## config.mk

```make
export PLATFORM = sky130hd
export DESIGN_NAME = cle_key_reader
export DESIGN_NICKNAME = d
export VERILOG_FILES = /design/src/rtl/cle_key_reader.sv
export SDC_FILE = /design/constraint.sdc
export NUM_CORES = 1
export LEC_CHECK = 0
export BUFFER_PORTS_ARGS = -buffer_cell sky130_fd_sc_hd__buf_2
export CORE_MARGIN = 10
export CORE_UTILIZATION = 45
export CTS_BUF_LIST = sky130_fd_sc_hd__clkbuf_8 sky130_fd_sc_hd__clkbuf_16
export DETAILED_ROUTE_END_ITERATION = 7
export PLACE_DENSITY = 0.67
export SLEW_MARGIN = 15
export SYNTH_ARGS = -nofsm -noshare
export SYNTH_HDL_FRONTEND = slang
export SYNTH_SLANG_ARGS = --single-unit
```

## constraint.sdc

```tcl
create_clock -name clk -period 4.3 [get_ports clk]
set_input_delay 0 -clock clk [delete_from_list [all_inputs] [get_ports clk]]
set_output_delay 0 -clock clk [all_outputs]
set_load 0.05 [all_outputs]
```

## src/rtl/cle_key_reader.sv

```systemverilog
// cle_key_reader: host-side sequencer for the CLE1 serial security PAL.
// Clocks a programmable unlock-key nibble sequence into the PAL, then shifts DATA_BITS of SDRD into a word.
module cle_key_reader #(
    parameter int KEY_LEN    = 4,
    parameter int DATA_BITS  = 16,
    parameter int SETUP_CYC  = 2,
    parameter int STROBE_CYC = 2
) (
    input  logic                 clk,
    input  logic                 rst_n,
    input  logic                 start,
    input  logic [4*KEY_LEN-1:0] key_seq,
    input  logic                 sdrd,
    output logic                 sser_n,
    output logic                 ba13,
    output logic                 ba12,
    output logic [3:0]           ba7_4,
    output logic                 br_w,
    output logic                 key_clk,
    output logic [DATA_BITS-1:0] data,
    output logic                 data_valid,
    input  logic                 data_ready,
    output logic                 busy
);
    localparam int CW = $clog2(SETUP_CYC + STROBE_CYC + 1);
    localparam int IW = $clog2(KEY_LEN + 1);
    localparam int BW = $clog2(DATA_BITS + 1);

    typedef enum logic [2:0] {
        IDLE, KSETUP, KSTROBE, RSETUP, RSTROBE, DONE
    } state_t;

    state_t               r_state;
    logic [CW-1:0]        r_cyc;
    logic [IW-1:0]        r_idx;
    logic [BW-1:0]        r_bit;
    logic [4*KEY_LEN-1:0] r_key;
    logic [DATA_BITS-1:0] r_shift;
    logic [DATA_BITS-1:0] r_data;
    logic                 r_sser_n;
    logic                 r_ba12;
    logic [3:0]           r_ba7_4;
    logic                 r_br_w;
    logic                 r_key_clk;
    logic                 r_valid;
    logic                 r_busy;
    logic [4*KEY_LEN-1:0] w_key_next;

    // Remaining nibbles slide down so the next one is always in the low four bits.
    assign w_key_next = r_key >> 4;

    always_ff @(posedge clk or negedge rst_n) begin
        if (!rst_n) begin
            r_state   <= IDLE;
            r_cyc     <= '0;
            r_idx     <= '0;
            r_bit     <= '0;
            r_key     <= '0;
            r_shift   <= '0;
            r_data    <= '0;
            r_sser_n  <= 1'b1;
            r_ba12    <= 1'b0;
            r_ba7_4   <= 4'h0;
            r_br_w    <= 1'b0;
            r_key_clk <= 1'b0;
            r_valid   <= 1'b0;
            r_busy    <= 1'b0;
        end else begin
            unique case (r_state)
                IDLE: begin
                    if (start) begin
                        r_key     <= key_seq;
                        r_idx     <= '0;
                        r_bit     <= '0;
                        r_cyc     <= '0;
                        r_shift   <= '0;
                        r_busy    <= 1'b1;
                        r_sser_n  <= 1'b0;
                        r_ba12    <= 1'b1;
                        r_br_w    <= 1'b1;
                        r_ba7_4   <= key_seq[3:0];
                        r_key_clk <= 1'b0;
                        r_state   <= KSETUP;
                    end
                end
                KSETUP, RSETUP: begin
                    if (r_cyc == CW'(SETUP_CYC - 1)) begin
                        // SDRD is captured on the same edge that raises key_clk.
                        if (r_state == RSETUP) begin
                            r_shift <= DATA_BITS'({r_shift, sdrd});
                        end
                        r_key_clk <= 1'b1;
                        r_cyc     <= '0;
                        r_state   <= (r_state == KSETUP) ? KSTROBE : RSTROBE;
                    end else begin
                        r_cyc <= r_cyc + CW'(1);
                    end
                end
                KSTROBE, RSTROBE: begin
                    if (r_cyc == CW'(STROBE_CYC)) begin
                        r_cyc <= '0;
                        if (r_state == KSTROBE) begin
                            if (r_idx == IW'(KEY_LEN - 1)) begin
                                r_ba7_4 <= 4'h0;
                                r_state <= RSETUP;
                            end else begin
                                r_idx   <= r_idx + IW'(1);
                                r_key   <= w_key_next;
                                r_ba7_4 <= w_key_next[3:0];
                                r_state <= KSETUP;
                            end
                        end else if (r_bit == BW'(DATA_BITS - 1)) begin
                            r_sser_n <= 1'b1;
                            r_ba12   <= 1'b0;
                            r_br_w   <= 1'b0;
                            r_ba7_4  <= 4'h0;
                            r_data   <= r_shift;
                            r_valid  <= 1'b1;
                            r_state  <= DONE;
                        end else begin
                            r_bit   <= r_bit + BW'(1);
                            r_state <= RSETUP;
                        end
                    end else begin
                        // Address stays put through the low cycle after the strobe.
                        if (r_cyc == CW'(STROBE_CYC - 1)) begin
                            r_key_clk <= 1'b0;
                        end
                        r_cyc <= r_cyc + CW'(1);
                    end
                end
                DONE: begin
                    if (data_ready) begin
                        r_valid <= 1'b0;
                        r_busy  <= 1'b0;
                        r_state <= IDLE;
                    end
                end
                default: r_state <= IDLE;
            endcase
        end
    end

    assign sser_n     = r_sser_n;
    assign ba13       = 1'b0;
    assign ba12       = r_ba12;
    assign ba7_4      = r_ba7_4;
    assign br_w       = r_br_w;
    assign key_clk    = r_key_clk;
    assign data       = r_data;
    assign data_valid = r_valid;
    assign busy       = r_busy;

endmodule

```

==> impl_results.html, run 1 <==
<table>
<tr><th>Metric</th><th>Value</th></tr>
<tr><th colspan="2">Setup path</th></tr>
<tr><td>Top fanout value on the critical path</td><td>23</td></tr>
<tr><td>Critical Setup Path Class</td><td>flop to flop</td></tr>
<tr><td>Most used cell along the critical path</td><td>mux2_2</td></tr>
<tr><td>Critical Path Sink Type</td><td>flop</td></tr>
<tr><td>Cell-by-cell listing of the critical path</td><td>nand2b_1 &gt; a21o_1 &gt; mux2_2 &gt; mux2_2</td></tr>
<tr><td>Setup crit start kind</td><td>flop</td></tr>
<tr><td>CP peak stage delay</td><td>730 ps</td></tr>
<tr><td>WP buf/inv</td><td>0</td></tr>
<tr><td>Data arrival time of the worst path</td><td>2660 ps</td></tr>
<tr><td>Req. time, crit path</td><td>4530 ps</td></tr>
<tr><td>Register-to-register path setup slack</td><td>1870 ps</td></tr>
<tr><td>Top cell family by delay on the critical path</td><td>flip-flops</td></tr>
<tr><td>Critical path's slowest cell</td><td>dfrtp_1</td></tr>
<tr><th colspan="2">CTS</th></tr>
<tr><td>Skew-Pair Late Insertion Delay</td><td>350 ps</td></tr>
<tr><td>Maximum clock path buffer count</td><td>2</td></tr>
<tr><td>CTS tree</td><td>built</td></tr>
<tr><td>Hold Buf Count CTS</td><td>6</td></tr>
<tr><td>Clk pin slew, worst setup/hold paths</td><td>80 ps</td></tr>
<tr><td>Buffer count from post-CTS setup fixing</td><td>0</td></tr>
<tr><td>Number of clock buffers inserted by TritonCTS</td><td>9</td></tr>
<tr><td>Max H-tree Level</td><td>3</td></tr>
<tr><td>Root Buffer</td><td>clkbuf_8</td></tr>
<tr><td>Number of sinks handled by clock tree synthesis</td><td>67</td></tr>
<tr><td>Number of gates given a new drive strength after cts</td><td>0</td></tr>
<tr><th colspan="2">Floorplan</th></tr>
<tr><td>Count of pins on the block boundary</td><td>48</td></tr>
<tr><td>Initial cell density of the core</td><td>47.2%</td></tr>
<tr><td>Full die area</td><td>11000 µm²</td></tr>
<tr><td>Core Rows</td><td>30</td></tr>
<tr><td>Width of the die</td><td>105 µm</td></tr>
<tr><td>Chip Height</td><td>105 µm</td></tr>
<tr><td>Placeable core region</td><td>6910 µm²</td></tr>
<tr><th colspan="2">Final layout</th></tr>
<tr><td>Net total in the final layout</td><td>367</td></tr>
<tr><td>Final core utilization</td><td>55.1%</td></tr>
<tr><td>Antenna cell count</td><td>0</td></tr>
<tr><td>Synth-to-Final Area Change</td><td>16.8%</td></tr>
<tr><td>Proportion of layout cells with a drive suffix above 1</td><td>31.8%</td></tr>
<tr><td>Layout filler cell count</td><td>634</td></tr>
<tr><td>Post-layout instance count excluding filler cells</td><td>442</td></tr>
<tr><th colspan="2">Yosys</th></tr>
<tr><td>Most repeated cell in the gate-level netlist after synthesis</td><td>dfrtp_1</td></tr>
<tr><td>List of most frequent post-synthesis cells</td><td>66 x dfrtp_1, 46 x nand2_1, 25 x mux2_2</td></tr>
<tr><td>Sequential cell area fraction in the yosys report</td><td>51.5%</td></tr>
<tr><td>Cell accounting for the most synthesized area</td><td>dfrtp_1</td></tr>
<tr><td>Prevailing post-synth register cell</td><td>dfrtp_1</td></tr>
<tr><td>Number of warnings reported in the yosys synthesis log</td><td>0</td></tr>
<tr><td>Share of synthesized registers carrying an async set or reset</td><td>100%</td></tr>
<tr><td>Biggest area contributors in the synthesized netlist</td><td>dfrtp_1 51%, mux2_2 8.6%, mux2_4 6.5%</td></tr>
<tr><td>Number of synthesized flops with an enable pin</td><td>0</td></tr>
<tr><td>Yosys top cell area share</td><td>50.7%</td></tr>
<tr><td>Synthesized instance count</td><td>294</td></tr>
<tr><td>Average instance area after synthesis</td><td>11.1 µm²</td></tr>
<tr><td>Number of distinct standard cells referenced by the synthesized netlist</td><td>48</td></tr>
<tr><td>Area of the mapped netlist</td><td>3260 µm²</td></tr>
<tr><td>Synthesized net count</td><td>320</td></tr>
<tr><td>Flop and latch count out of synthesis</td><td>67</td></tr>
<tr><th colspan="2">STA</th></tr>
<tr><td>Post-layout minimum cycle time</td><td>2430 ps</td></tr>
<tr><td>Post-route worst hold slack</td><td>12.2 ps</td></tr>
<tr><td>Max_slew headroom</td><td>36.7%</td></tr>
<tr><td>Setup repair after global routing missed its margin</td><td>false</td></tr>
<tr><td>Final Hold Violating Endpoints</td><td>0</td></tr>
<tr><td>Transition time at the pin with the least slew margin</td><td>950 ps</td></tr>
<tr><td>Fin. max-slew vios</td><td>0</td></tr>
<tr><td>Clock skew</td><td>10.2 ps</td></tr>
<tr><td>Final cycle utilization of the critical path</td><td>56.5%</td></tr>
<tr><td>Summed negative setup slack over all endpoints</td><td>0 ps</td></tr>
<tr><td>Final setup vio count</td><td>0</td></tr>
<tr><td>F_max</td><td>0.412 GHz</td></tr>
<tr><td>Final worst setup slack</td><td>1870 ps</td></tr>
<tr><th colspan="2">Placed design</th></tr>
<tr><td>Post-Place Worst Slack</td><td>1900 ps</td></tr>
<tr><td>Final weighted congestion in routability-driven placement</td><td>0.783</td></tr>
<tr><td>Total instance count after detailed placement</td><td>420</td></tr>
<tr><td>Final HPWL DP</td><td>4.46 mm</td></tr>
<tr><td>Port buffer count</td><td>46</td></tr>
<tr><th colspan="2">Route</th></tr>
<tr><td>Vias per cell</td><td>5.14</td></tr>
<tr><td>DRC violation total after the first TritonRoute iteration</td><td>81</td></tr>
<tr><td>First-pass iteration count of the detailed router</td><td>5</td></tr>
<tr><td>Detailed-route DRC error count</td><td>0</td></tr>
<tr><td>Aggregate routed wire length</td><td>6.57 mm</td></tr>
<tr><td>ANT nets after route</td><td>0</td></tr>
<tr><td>Routed wirelength normalized by instance count</td><td>14.9 µm</td></tr>
<tr><td>Via count</td><td>2273</td></tr>
<tr><th colspan="2">Power and ir drop</th></tr>
<tr><td>Internal power consumption</td><td>1.56 mW</td></tr>
<tr><td>Part of the total power dissipated in combinational logic</td><td>35.6%</td></tr>
<tr><td>Ratio of total power to cell area</td><td>671 nW/µm²</td></tr>
<tr><td>Net switching power figure</td><td>0.988 mW</td></tr>
<tr><td>Switching part of the total</td><td>38.7%</td></tr>
<tr><td>Portion of total power attributed to sequential cells</td><td>41.2%</td></tr>
<tr><td>Static leakage power</td><td>1.84 nW</td></tr>
<tr><td>Max rail drop VDD</td><td>394 µV</td></tr>
<tr><td>Part of the total power dissipated in the clock network</td><td>23.2%</td></tr>
<tr><th colspan="2">Global routing</th></tr>
<tr><td>First-pass GRT wire length</td><td>11.4 mm</td></tr>
<tr><td>Via count of the first global-routing pass</td><td>2357</td></tr>
<tr><td>Antenna violations before repair</td><td>0</td></tr>
<tr><td>Leftover overflow at the end of global routing</td><td>0</td></tr>
<tr><td>Total track usage</td><td>12.3%</td></tr>
<tr><td>Maximum number of pins on one net before global-route repair</td><td>68</td></tr>
<tr><th colspan="2">Run status</th></tr>
<tr><td>Status</td><td>finished clean</td></tr>
<tr><th colspan="2">Run</th></tr>
<tr><td>Max-cap viol count</td><td>0</td></tr>
<tr><th colspan="2">Min path</th></tr>
<tr><td>Class of the tightest hold or removal check</td><td>input pin to flop</td></tr>
</table>
tightest hold or removal path, delay by kind of cell:
kind	cells	cell delay (ps)
AO/OA/AOI/OAI	1	110
multiplexers	1	130
buffers and inverters	1	80
path summary, 6_finish.rpt:
check                            from        end  cells after the start
setup / recovery           r_state[2]  r_key[11]                      4
hold reg to reg              r_bit[3]   r_bit[3]                      1
min in group asynchronous       rst_n       br_w                      3
max in group asynchronous       rst_n   r_key[7]                      3
setup reg to reg           r_state[2]  r_key[11]                      4
hold / removal             key_seq[0]   ba7_4[0]                      3
layer usage:
metal / vias to the layer above / GRT usage, % / share of wire, %
li1: 1116 / - / -
met1: 1090 / 15.2 / 45
met2: 59 / 18.5 / 45
met3: 8 / 6.27 / 8.4
met4: 0 / 3.24 / 1.2
met5: - / 0 / 0
per-stage QoR:
| step | cell area (µm²) | power [mW] |
|---|---|---|
| finish | 3800 | 2.55 |
| detailed placement | 3520 | 1.98 |
| CTS | 3800 | 2.58 |
| global route | 3800 | 2.74 |
| global placement | 3520 | 1.94 |
| floorplan | 3260 | 1.78 |
logic make-up after synthesis:
kind of cell / share of synthesized area [%]
buffers and inverters: 4.46
muxes: 17.2
other: 0.115
DFF: 51.5
and+or+nand+nor: 13.3
adders and majority gates: 1.92
AOI/OAI and AO/OA: 11.4
registers in the layout (all words and copies together), names as in the netlist:
name        flops
data           16
r_shift        16
r_key          12
r_bit           5
ba7_4           4
r_cyc           3
r_idx           3
r_state         3
br_w            1
busy            1
data_valid      1
key_clk         1
sser_n          1
power by group through the flow:
stage	Clock, mW	Sequential, mW	Combinational [mW]
3_5_place_dp	0	1.06	0.919
5_1_grt	0.637	1.09	1.02
6_report	0.592	1.05	0.909
2_1_floorplan	0	1.07	0.713
4_1_cts	0.603	1.05	0.924
3_3_place_gp	0	1.05	0.893
placed cells by master (no fill, tap or decap), types with 2 or more instances in the layout:
cell type	n
a21boi_0	3
a21o_1	2
a21oi_1	11
a22o_1	5
a31oi_1	3
and2_1	2
buf_2	46
buf_4	2
bufinv_16	2
clkbuf_8	10
clkinvlp_4	2
dfrtp_1	66
dlygate4sd3_1	6
ha_1	5
inv_1	11
mux2_2	25
mux2_4	14
mux2i_1	7
nand2_1	46
nand2b_1	6
nand3_1	3
nor2_1	11
nor2b_1	3
nor3_1	3
nor3b_1	2
nor4_1	2
o21ai_0	21
o22a_1	2
o22ai_1	3
layout make-up:
class | instances | area [µm²] | area share, %
sequential | 67 | 1680 | 44.1
multi-input combinational | 198 | 1430 | 37.7
timing repair buffer | 54 | 305 | 8.02
clock buffer | 10 | 138 | 3.62
tap | 96 | 120 | 3.16
clock inverter | 6 | 88.8 | 2.33
inverter | 11 | 41.3 | 1.09
No activity file was read; power rests on OpenSTA's default activity.
==> inputs of run 2 (changes only) <==
--- a/config.mk
+++ b/config.mk
@@ -10,7 +10,7 @@
 export CORE_UTILIZATION = 45
 export CTS_BUF_LIST = sky130_fd_sc_hd__clkbuf_8 sky130_fd_sc_hd__clkbuf_16
 export DETAILED_ROUTE_END_ITERATION = 7
-export PLACE_DENSITY = 0.67
+export PLACE_DENSITY = 0.7
 export SLEW_MARGIN = 15
 export SYNTH_ARGS = -nofsm -noshare
 export SYNTH_HDL_FRONTEND = slang
==> constraint.sdc (replaced) <==
create_clock -name clk -period 2.1 [get_ports clk]
set_input_delay 0 -clock clk [delete_from_list [all_inputs] [get_ports clk]]
set_output_delay 0 -clock clk [all_outputs]
set_load 0.05 [all_outputs]
==> run 2 against run 1 <==
  * Sequential power is 94% higher
  * Clock skew is 5.6 ps lower
  * Wire length is 4.6% higher
  * Non-clock buffer count is 20 higher
  * First-iteration DRC count stayed put
  * Critical path depth is 3 higher
  * Combinational power is 150% higher
  * Register-to-register slack worse by 1700 ps
  * Via count is 4.6% higher
  * Maximum frequency is 24% higher
  * Count of clock-buffer cells in the layout is 1 higher
  * Critical path type unchanged
  * Critical endpoint is now r_bit[4]
  * Largest power group is now combinational logic
==> impl_results.html, run 2 (synthesis gave the netlist of run 1 again) <==
<table>
<tr><th>Metric</th><th>Value</th></tr>
<tr><th colspan="2">Setup path</th></tr>
<tr><td>CP peak stage delay</td><td>410 ps</td></tr>
<tr><td>Cell-by-cell listing of the critical path</td><td>ha_1 &gt; and3_1 &gt; ha_1 &gt; nor2b_2 &gt; a22o_1 &gt; and2_1 &gt; mux2_2</td></tr>
<tr><td>Critical path's slowest cell</td><td>dfrtp_1</td></tr>
<tr><td>Data arrival time of the worst path</td><td>2190 ps</td></tr>
<tr><td>Top fanout value on the critical path</td><td>3</td></tr>
<tr><td>WP buf/inv</td><td>0</td></tr>
<tr><td>Critical Path Sink Type</td><td>flop</td></tr>
<tr><td>Top cell family by delay on the critical path</td><td>simple AND/OR/NAND/NOR gates</td></tr>
<tr><td>Setup crit start kind</td><td>flop</td></tr>
<tr><td>Critical Setup Path Class</td><td>flop to flop</td></tr>
<tr><td>Req. time, crit path</td><td>2320 ps</td></tr>
<tr><td>Most used cell along the critical path</td><td>ha_1</td></tr>
<tr><th colspan="2">CTS</th></tr>
<tr><td>Max H-tree Level</td><td>3</td></tr>
<tr><td>Number of sinks handled by clock tree synthesis</td><td>67</td></tr>
<tr><td>Buffer count from post-CTS setup fixing</td><td>0</td></tr>
<tr><td>Number of clock buffers inserted by TritonCTS</td><td>9</td></tr>
<tr><td>Skew-Pair Late Insertion Delay</td><td>340 ps</td></tr>
<tr><td>Root Buffer</td><td>clkbuf_8</td></tr>
<tr><td>CTS tree</td><td>built</td></tr>
<tr><td>Clk pin slew, worst setup/hold paths</td><td>60 ps</td></tr>
<tr><td>Maximum clock path buffer count</td><td>2</td></tr>
<tr><th colspan="2">Floorplan</th></tr>
<tr><td>Chip Height</td><td>105 µm</td></tr>
<tr><td>Core Rows</td><td>30</td></tr>
<tr><td>Count of pins on the block boundary</td><td>48</td></tr>
<tr><td>Placeable core region</td><td>6910 µm²</td></tr>
<tr><td>Full die area</td><td>11000 µm²</td></tr>
<tr><td>Initial cell density of the core</td><td>47.2%</td></tr>
<tr><td>Width of the die</td><td>105 µm</td></tr>
<tr><th colspan="2">Global routing</th></tr>
<tr><td>Via count of the first global-routing pass</td><td>2495</td></tr>
<tr><td>Antenna violations before repair</td><td>0</td></tr>
<tr><td>Leftover overflow at the end of global routing</td><td>0</td></tr>
<tr><td>First-pass GRT wire length</td><td>11.8 mm</td></tr>
<tr><td>Maximum number of pins on one net before global-route repair</td><td>33</td></tr>
<tr><td>Total track usage</td><td>13.0%</td></tr>
<tr><th colspan="2">Route</th></tr>
<tr><td>Detailed-route DRC error count</td><td>0</td></tr>
<tr><td>DRC violation total after the first TritonRoute iteration</td><td>81</td></tr>
<tr><td>First-pass iteration count of the detailed router</td><td>4</td></tr>
<tr><td>Aggregate routed wire length</td><td>6.87 mm</td></tr>
<tr><td>ANT nets after route</td><td>0</td></tr>
<tr><td>Vias per cell</td><td>5.16</td></tr>
<tr><td>Via count</td><td>2377</td></tr>
<tr><td>Routed wirelength normalized by instance count</td><td>14.9 µm</td></tr>
<tr><th colspan="2">STA</th></tr>
<tr><td>Setup repair after global routing missed its margin</td><td>false</td></tr>
<tr><td>Final cycle utilization of the critical path</td><td>93.6%</td></tr>
<tr><td>Clock skew</td><td>4.55 ps</td></tr>
<tr><td>F_max</td><td>0.509 GHz</td></tr>
<tr><td>Summed negative setup slack over all endpoints</td><td>0 ps</td></tr>
<tr><td>Post-layout minimum cycle time</td><td>1970 ps</td></tr>
<tr><td>Max_slew headroom</td><td>60.0%</td></tr>
<tr><td>Transition time at the pin with the least slew margin</td><td>598 ps</td></tr>
<tr><td>Fin. max-slew vios</td><td>0</td></tr>
<tr><td>Post-route worst hold slack</td><td>21.9 ps</td></tr>
<tr><td>Final setup vio count</td><td>0</td></tr>
<tr><td>Final Hold Violating Endpoints</td><td>0</td></tr>
<tr><th colspan="2">Placed design</th></tr>
<tr><td>Port buffer count</td><td>46</td></tr>
<tr><td>Final weighted congestion in routability-driven placement</td><td>0.799</td></tr>
<tr><td>Final HPWL DP</td><td>4.99 mm</td></tr>
<tr><th colspan="2">Final layout</th></tr>
<tr><td>Synth-to-Final Area Change</td><td>21.4%</td></tr>
<tr><td>Net total in the final layout</td><td>387</td></tr>
<tr><td>Most common cell after layout, fill and taps aside</td><td>dfrtp_1</td></tr>
<tr><td>Proportion of layout cells with a drive suffix above 1</td><td>35.3%</td></tr>
<tr><td>Highest-count cells in the layout ignoring fill and taps</td><td>66 x dfrtp_1, 46 x nand2_1, 46 x buf_2</td></tr>
<tr><td>Antenna cell count</td><td>0</td></tr>
<tr><th colspan="2">Min path</th></tr>
<tr><td>Class of the tightest hold or removal check</td><td>input pin to flop</td></tr>
<tr><th colspan="2">Run</th></tr>
<tr><td>Max-cap viol count</td><td>0</td></tr>
<tr><th colspan="2">Power and ir drop</th></tr>
<tr><td>Max rail drop VDD</td><td>662 µV</td></tr>
<tr><td>Ratio of total power to cell area</td><td>1350 nW/µm²</td></tr>
<tr><td>Static leakage power</td><td>1.95 nW</td></tr>
<tr><th colspan="2">Run status</th></tr>
<tr><td>Status</td><td>finished clean</td></tr>
</table>
==> run 2: changes by cell type in the layout (fill, tap and decap cells not counted), sizes merged <==
cell         delta
buf            +19
clkinvlp        -2
inv             +2
bufinv          -1
clkbuf          +1
clkinv          -1
dlygate4sd3     +1
==> run 2: layout make-up <==
| class | instances | area [µm²] |
|---|---|---|
| clock inverter | 4 | 42.5 |
| tap | 96 | 120 |
| inverter | 11 | 41.3 |
| fill | 610 | 2950 |
| sequential | 67 | 1680 |
| timing repair buffer | 74 | 470 |
| multi-input combinational | 198 | 1450 |
| clock buffer | 11 | 151 |
==> run 2: metrics by stage <==
step	instance area, µm²	total power, mW	worst slack, ps	std cells	utilization (%)
3_3_place_gp	3670	4.20	97.2	439	53.2
5_1_grt	3960	5.74	21.6	461	57.3
3_5_place_dp	3670	4.30	74.0	439	53.2
2_1_floorplan	3260	3.65	107	294	-
6_report	3960	5.34	134	461	57.3
4_1_cts	3940	5.38	61.7	461	57.0
==> run 2: worst reg2reg max path: stages, from the launching register on <==
cell	delay [ps]
dfrtp_1	410
ha_1	220
and3_1	210
ha_1	210
nor2b_2	150
a22o_1	170
and2_1	160
mux2_2	330
==> run 2: layer usage <==
layer	up-vias	GRT usage [%]	share of wire (%)	wire (µm)
li1	1160	-	-	-
met3	7	5.04	6.2	423
met4	0	4.90	1.2	80
met1	1155	15.9	47	3190
met5	-	0	0	0
met2	55	20.2	46	3170
==> run 2: power breakdown <==
part           switching (mW)  internal [mW]  leakage (nW)  total, mW
Clock                   0.445          0.596         0.108       1.04
Combinational            1.29          0.973         0.968       2.26
Sequential              0.317           1.72         0.871       2.04
==> run 2: worst paths after layout <==
| path | end | depth (start not counted) | startpoint | slack [ps] |
|---|---|---|---|---|
| worst min register to register | r_bit[3] | 1 | r_bit[3] | 470 |
| worst max-delay path | r_bit[4] | 7 | r_bit[0] | 130 |
| worst min-delay path | ba7_4[3] | 3 | key_seq[3] | 20 |
| worst max register to register | r_bit[4] | 7 | r_bit[0] | 130 |
| min in group asynchronous | br_w | 2 | rst_n | 170 |
| max in group asynchronous | r_shift[4] | 3 | rst_n | 1210 |
==> run 2: timing repair <==
item                                   CTS  global route
setup endpoints to repair                0            10
resized for setup                        0             4
hold buffers                             7             0
endpoints found under the hold margin   27             0
==> inputs of run 3 (changes only) <==
--- a/config.mk
+++ b/config.mk
@@ -10,7 +10,7 @@
 export CORE_UTILIZATION = 45
 export CTS_BUF_LIST = sky130_fd_sc_hd__clkbuf_8 sky130_fd_sc_hd__clkbuf_16
 export DETAILED_ROUTE_END_ITERATION = 7
-export PLACE_DENSITY = 0.7
+export PLACE_DENSITY = 0.68
 export SLEW_MARGIN = 15
 export SYNTH_ARGS = -nofsm -noshare
 export SYNTH_HDL_FRONTEND = slang
==> run 3 against run 2 <==
  * Non-clock buffer count is 1 higher
  * Critical endpoint unchanged
  * Largest cell class unchanged
  * Power is 3.0% higher
  * First-iteration DRC count decreased by 2.5%
  * Highest routed layer unchanged
  * Critical path depth is the same
  * Largest power group unchanged
==> impl_results.html, run 3 (synthesis gave the netlist of run 1 again) <==
<table>
<tr><th>Metric</th><th>Value</th></tr>
<tr><th colspan="2">STA</th></tr>
<tr><td>F_max</td><td>0.508 GHz</td></tr>
<tr><td>Max_slew headroom</td><td>59.5%</td></tr>
<tr><td>Fin. max-slew vios</td><td>0</td></tr>
<tr><td>Final Hold Violating Endpoints</td><td>0</td></tr>
<tr><td>Post-layout minimum cycle time</td><td>1970 ps</td></tr>
<tr><td>Final cycle utilization of the critical path</td><td>93.7%</td></tr>
<tr><td>Clock skew</td><td>7.23 ps</td></tr>
<tr><td>Transition time at the pin with the least slew margin</td><td>604 ps</td></tr>
<tr><td>Final setup vio count</td><td>0</td></tr>
<tr><td>Summed negative setup slack over all endpoints</td><td>0 ps</td></tr>
<tr><td>Setup repair after global routing missed its margin</td><td>false</td></tr>
<tr><th colspan="2">Placed design</th></tr>
<tr><td>Final weighted congestion in routability-driven placement</td><td>0.807</td></tr>
<tr><td>Total instance count after detailed placement</td><td>441</td></tr>
<tr><td>Port buffer count</td><td>46</td></tr>
<tr><td>Final HPWL DP</td><td>4.71 mm</td></tr>
<tr><th colspan="2">CTS</th></tr>
<tr><td>Root Buffer</td><td>clkbuf_8</td></tr>
<tr><td>Number of sinks handled by clock tree synthesis</td><td>67</td></tr>
<tr><td>Maximum clock path buffer count</td><td>2</td></tr>
<tr><td>Number of clock buffers inserted by TritonCTS</td><td>9</td></tr>
<tr><td>Clk pin slew, worst setup/hold paths</td><td>70 ps</td></tr>
<tr><td>CTS tree</td><td>built</td></tr>
<tr><td>Skew-Pair Late Insertion Delay</td><td>340 ps</td></tr>
<tr><td>Max H-tree Level</td><td>3</td></tr>
<tr><td>Buffer count from post-CTS setup fixing</td><td>0</td></tr>
<tr><th colspan="2">Power and ir drop</th></tr>
<tr><td>Part of the total power dissipated in the clock network</td><td>21.9%</td></tr>
<tr><td>Net switching power figure</td><td>2.09 mW</td></tr>
<tr><td>Ratio of total power to cell area</td><td>1380 nW/µm²</td></tr>
<tr><td>Part of the total power dissipated in combinational logic</td><td>41.2%</td></tr>
<tr><td>Internal power consumption</td><td>3.42 mW</td></tr>
<tr><td>Total Power</td><td>5.51 mW</td></tr>
<tr><td>Max rail drop VDD</td><td>748 µV</td></tr>
<tr><td>Switching part of the total</td><td>37.9%</td></tr>
<tr><td>Static leakage power</td><td>1.95 nW</td></tr>
<tr><td>Portion of total power attributed to sequential cells</td><td>37.0%</td></tr>
<tr><th colspan="2">Global routing</th></tr>
<tr><td>Antenna violations before repair</td><td>0</td></tr>
<tr><td>Leftover overflow at the end of global routing</td><td>0</td></tr>
<tr><td>Total track usage</td><td>13.1%</td></tr>
<tr><td>Maximum number of pins on one net before global-route repair</td><td>68</td></tr>
<tr><td>First-pass GRT wire length</td><td>12.0 mm</td></tr>
<tr><td>Via count of the first global-routing pass</td><td>2464</td></tr>
<tr><th colspan="2">Final layout</th></tr>
<tr><td>Layout filler cell count</td><td>619</td></tr>
<tr><td>Post-layout instance count excluding filler cells</td><td>463</td></tr>
<tr><td>Most common cell after layout, fill and taps aside</td><td>dfrtp_1</td></tr>
<tr><td>Proportion of layout cells with a drive suffix above 1</td><td>36.2%</td></tr>
<tr><td>Antenna cell count</td><td>0</td></tr>
<tr><td>Highest-count cells in the layout ignoring fill and taps</td><td>66 x dfrtp_1, 46 x nand2_1, 46 x buf_2</td></tr>
<tr><td>Synth-to-Final Area Change</td><td>22.4%</td></tr>
<tr><td>Final core utilization</td><td>57.7%</td></tr>
<tr><td>Net total in the final layout</td><td>388</td></tr>
<tr><th colspan="2">Route</th></tr>
<tr><td>DRC violation total after the first TritonRoute iteration</td><td>79</td></tr>
<tr><td>Aggregate routed wire length</td><td>6.88 mm</td></tr>
<tr><td>Via count</td><td>2382</td></tr>
<tr><td>First-pass iteration count of the detailed router</td><td>4</td></tr>
<tr><td>ANT nets after route</td><td>0</td></tr>
<tr><td>Vias per cell</td><td>5.14</td></tr>
<tr><td>Detailed-route DRC error count</td><td>0</td></tr>
<tr><td>Routed wirelength normalized by instance count</td><td>14.9 µm</td></tr>
<tr><th colspan="2">Min path</th></tr>
<tr><td>Startpoint of the most critical hold path</td><td>key_seq[10]</td></tr>
<tr><td>Class of the tightest hold or removal check</td><td>input pin to flop</td></tr>
<tr><th colspan="2">Setup path</th></tr>
<tr><td>Data arrival time of the worst path</td><td>2200 ps</td></tr>
<tr><td>Critical Setup Path Class</td><td>flop to flop</td></tr>
<tr><td>Critical Path Sink Type</td><td>flop</td></tr>
<tr><td>Worst setup path startpoint</td><td>r_bit[0]</td></tr>
<tr><td>Setup crit start kind</td><td>flop</td></tr>
<tr><td>Worst R2R Start</td><td>r_bit[0]</td></tr>
<tr><td>Req. time, crit path</td><td>2330 ps</td></tr>
<tr><td>Top fanout value on the critical path</td><td>3</td></tr>
<tr><th colspan="2">Floorplan</th></tr>
<tr><td>Chip Height</td><td>105 µm</td></tr>
<tr><td>Full die area</td><td>11000 µm²</td></tr>
<tr><td>Placeable core region</td><td>6910 µm²</td></tr>
<tr><td>Core Rows</td><td>30</td></tr>
<tr><td>Width of the die</td><td>105 µm</td></tr>
<tr><td>Initial cell density of the core</td><td>47.2%</td></tr>
<tr><td>Count of pins on the block boundary</td><td>48</td></tr>
<tr><th colspan="2">Run</th></tr>
<tr><td>Max-cap viol count</td><td>0</td></tr>
<tr><th colspan="2">Run status</th></tr>
<tr><td>Status</td><td>finished clean</td></tr>
</table>
[run 3: critical path, stage by stage (launching register included)]
cell	delay (ps)
dfrtp_1	410
ha_1	230
and3_1	200
ha_1	200
nor2b_2	150
a22o_1	170
and2_1	160
mux2_2	330
[run 3: worst paths after layout]
check | slack [ps] | to | depth (start not counted)
min in group asynchronous | 200 | r_state[1] | 3
min | 20 | r_key[10] | 3
min reg2reg | 490 | r_bit[3] | 1
max in group asynchronous | 1590 | sser_n | 3
max | 130 | r_bit[4] | 7
max reg2reg | 130 | r_bit[4] | 7
[run 3: cell type report]
type / count / area [µm²] / area share, %
flip-flops and latches: 67 / 1680 / 42.1
repair buffers: 75 / 475 / 11.9
clock buffers: 10 / 138 / 3.45
inverters: 11 / 41.3 / 1.04
clock inverters: 6 / 88.8 / 2.23
multi-input cells: 198 / 1450 / 36.3
well taps: 96 / 120 / 3.01
[run 3: per-stage QoR]
step                      setup slack [ps]  hold slack [ps]  cell area [µm²]
final                                  131             15.7             3990
after global routing                  20.3             1.60             3990
after CTS                             60.7             2.03             3980
after detailed placement              85.9             47.9             3690
after global placement                 122             48.6             3690
after floorplan                        107             -296             3260
[run 3: power groups by stage]
stage               clock (mW)  sequential (mW)  combinational [mW]
finish                    1.20             2.04                2.27
global route              1.31             2.10                2.52
CTS                       1.23             2.04                2.26
detailed placement           0             2.05                2.25
global placement             0             2.04                2.19
floorplan                    0             2.19                1.46
[run 3: timing repair]
item | in CTS | in global routing
endpoints found under the setup margin | 0 | 11
hold buffers | 6 | 0
resized for setup | 0 | 3
endpoints found under the hold margin | 72 | 0
[run 3: routing by layer]
layer	GRT usage, %	vias to the layer above	routed length [µm]
met4	3.24	0	72
met2	19.4	69	3080
met1	16.8	1153	3180
met3	6.33	6	547
li1	-	1154	-
met5	0	-	0
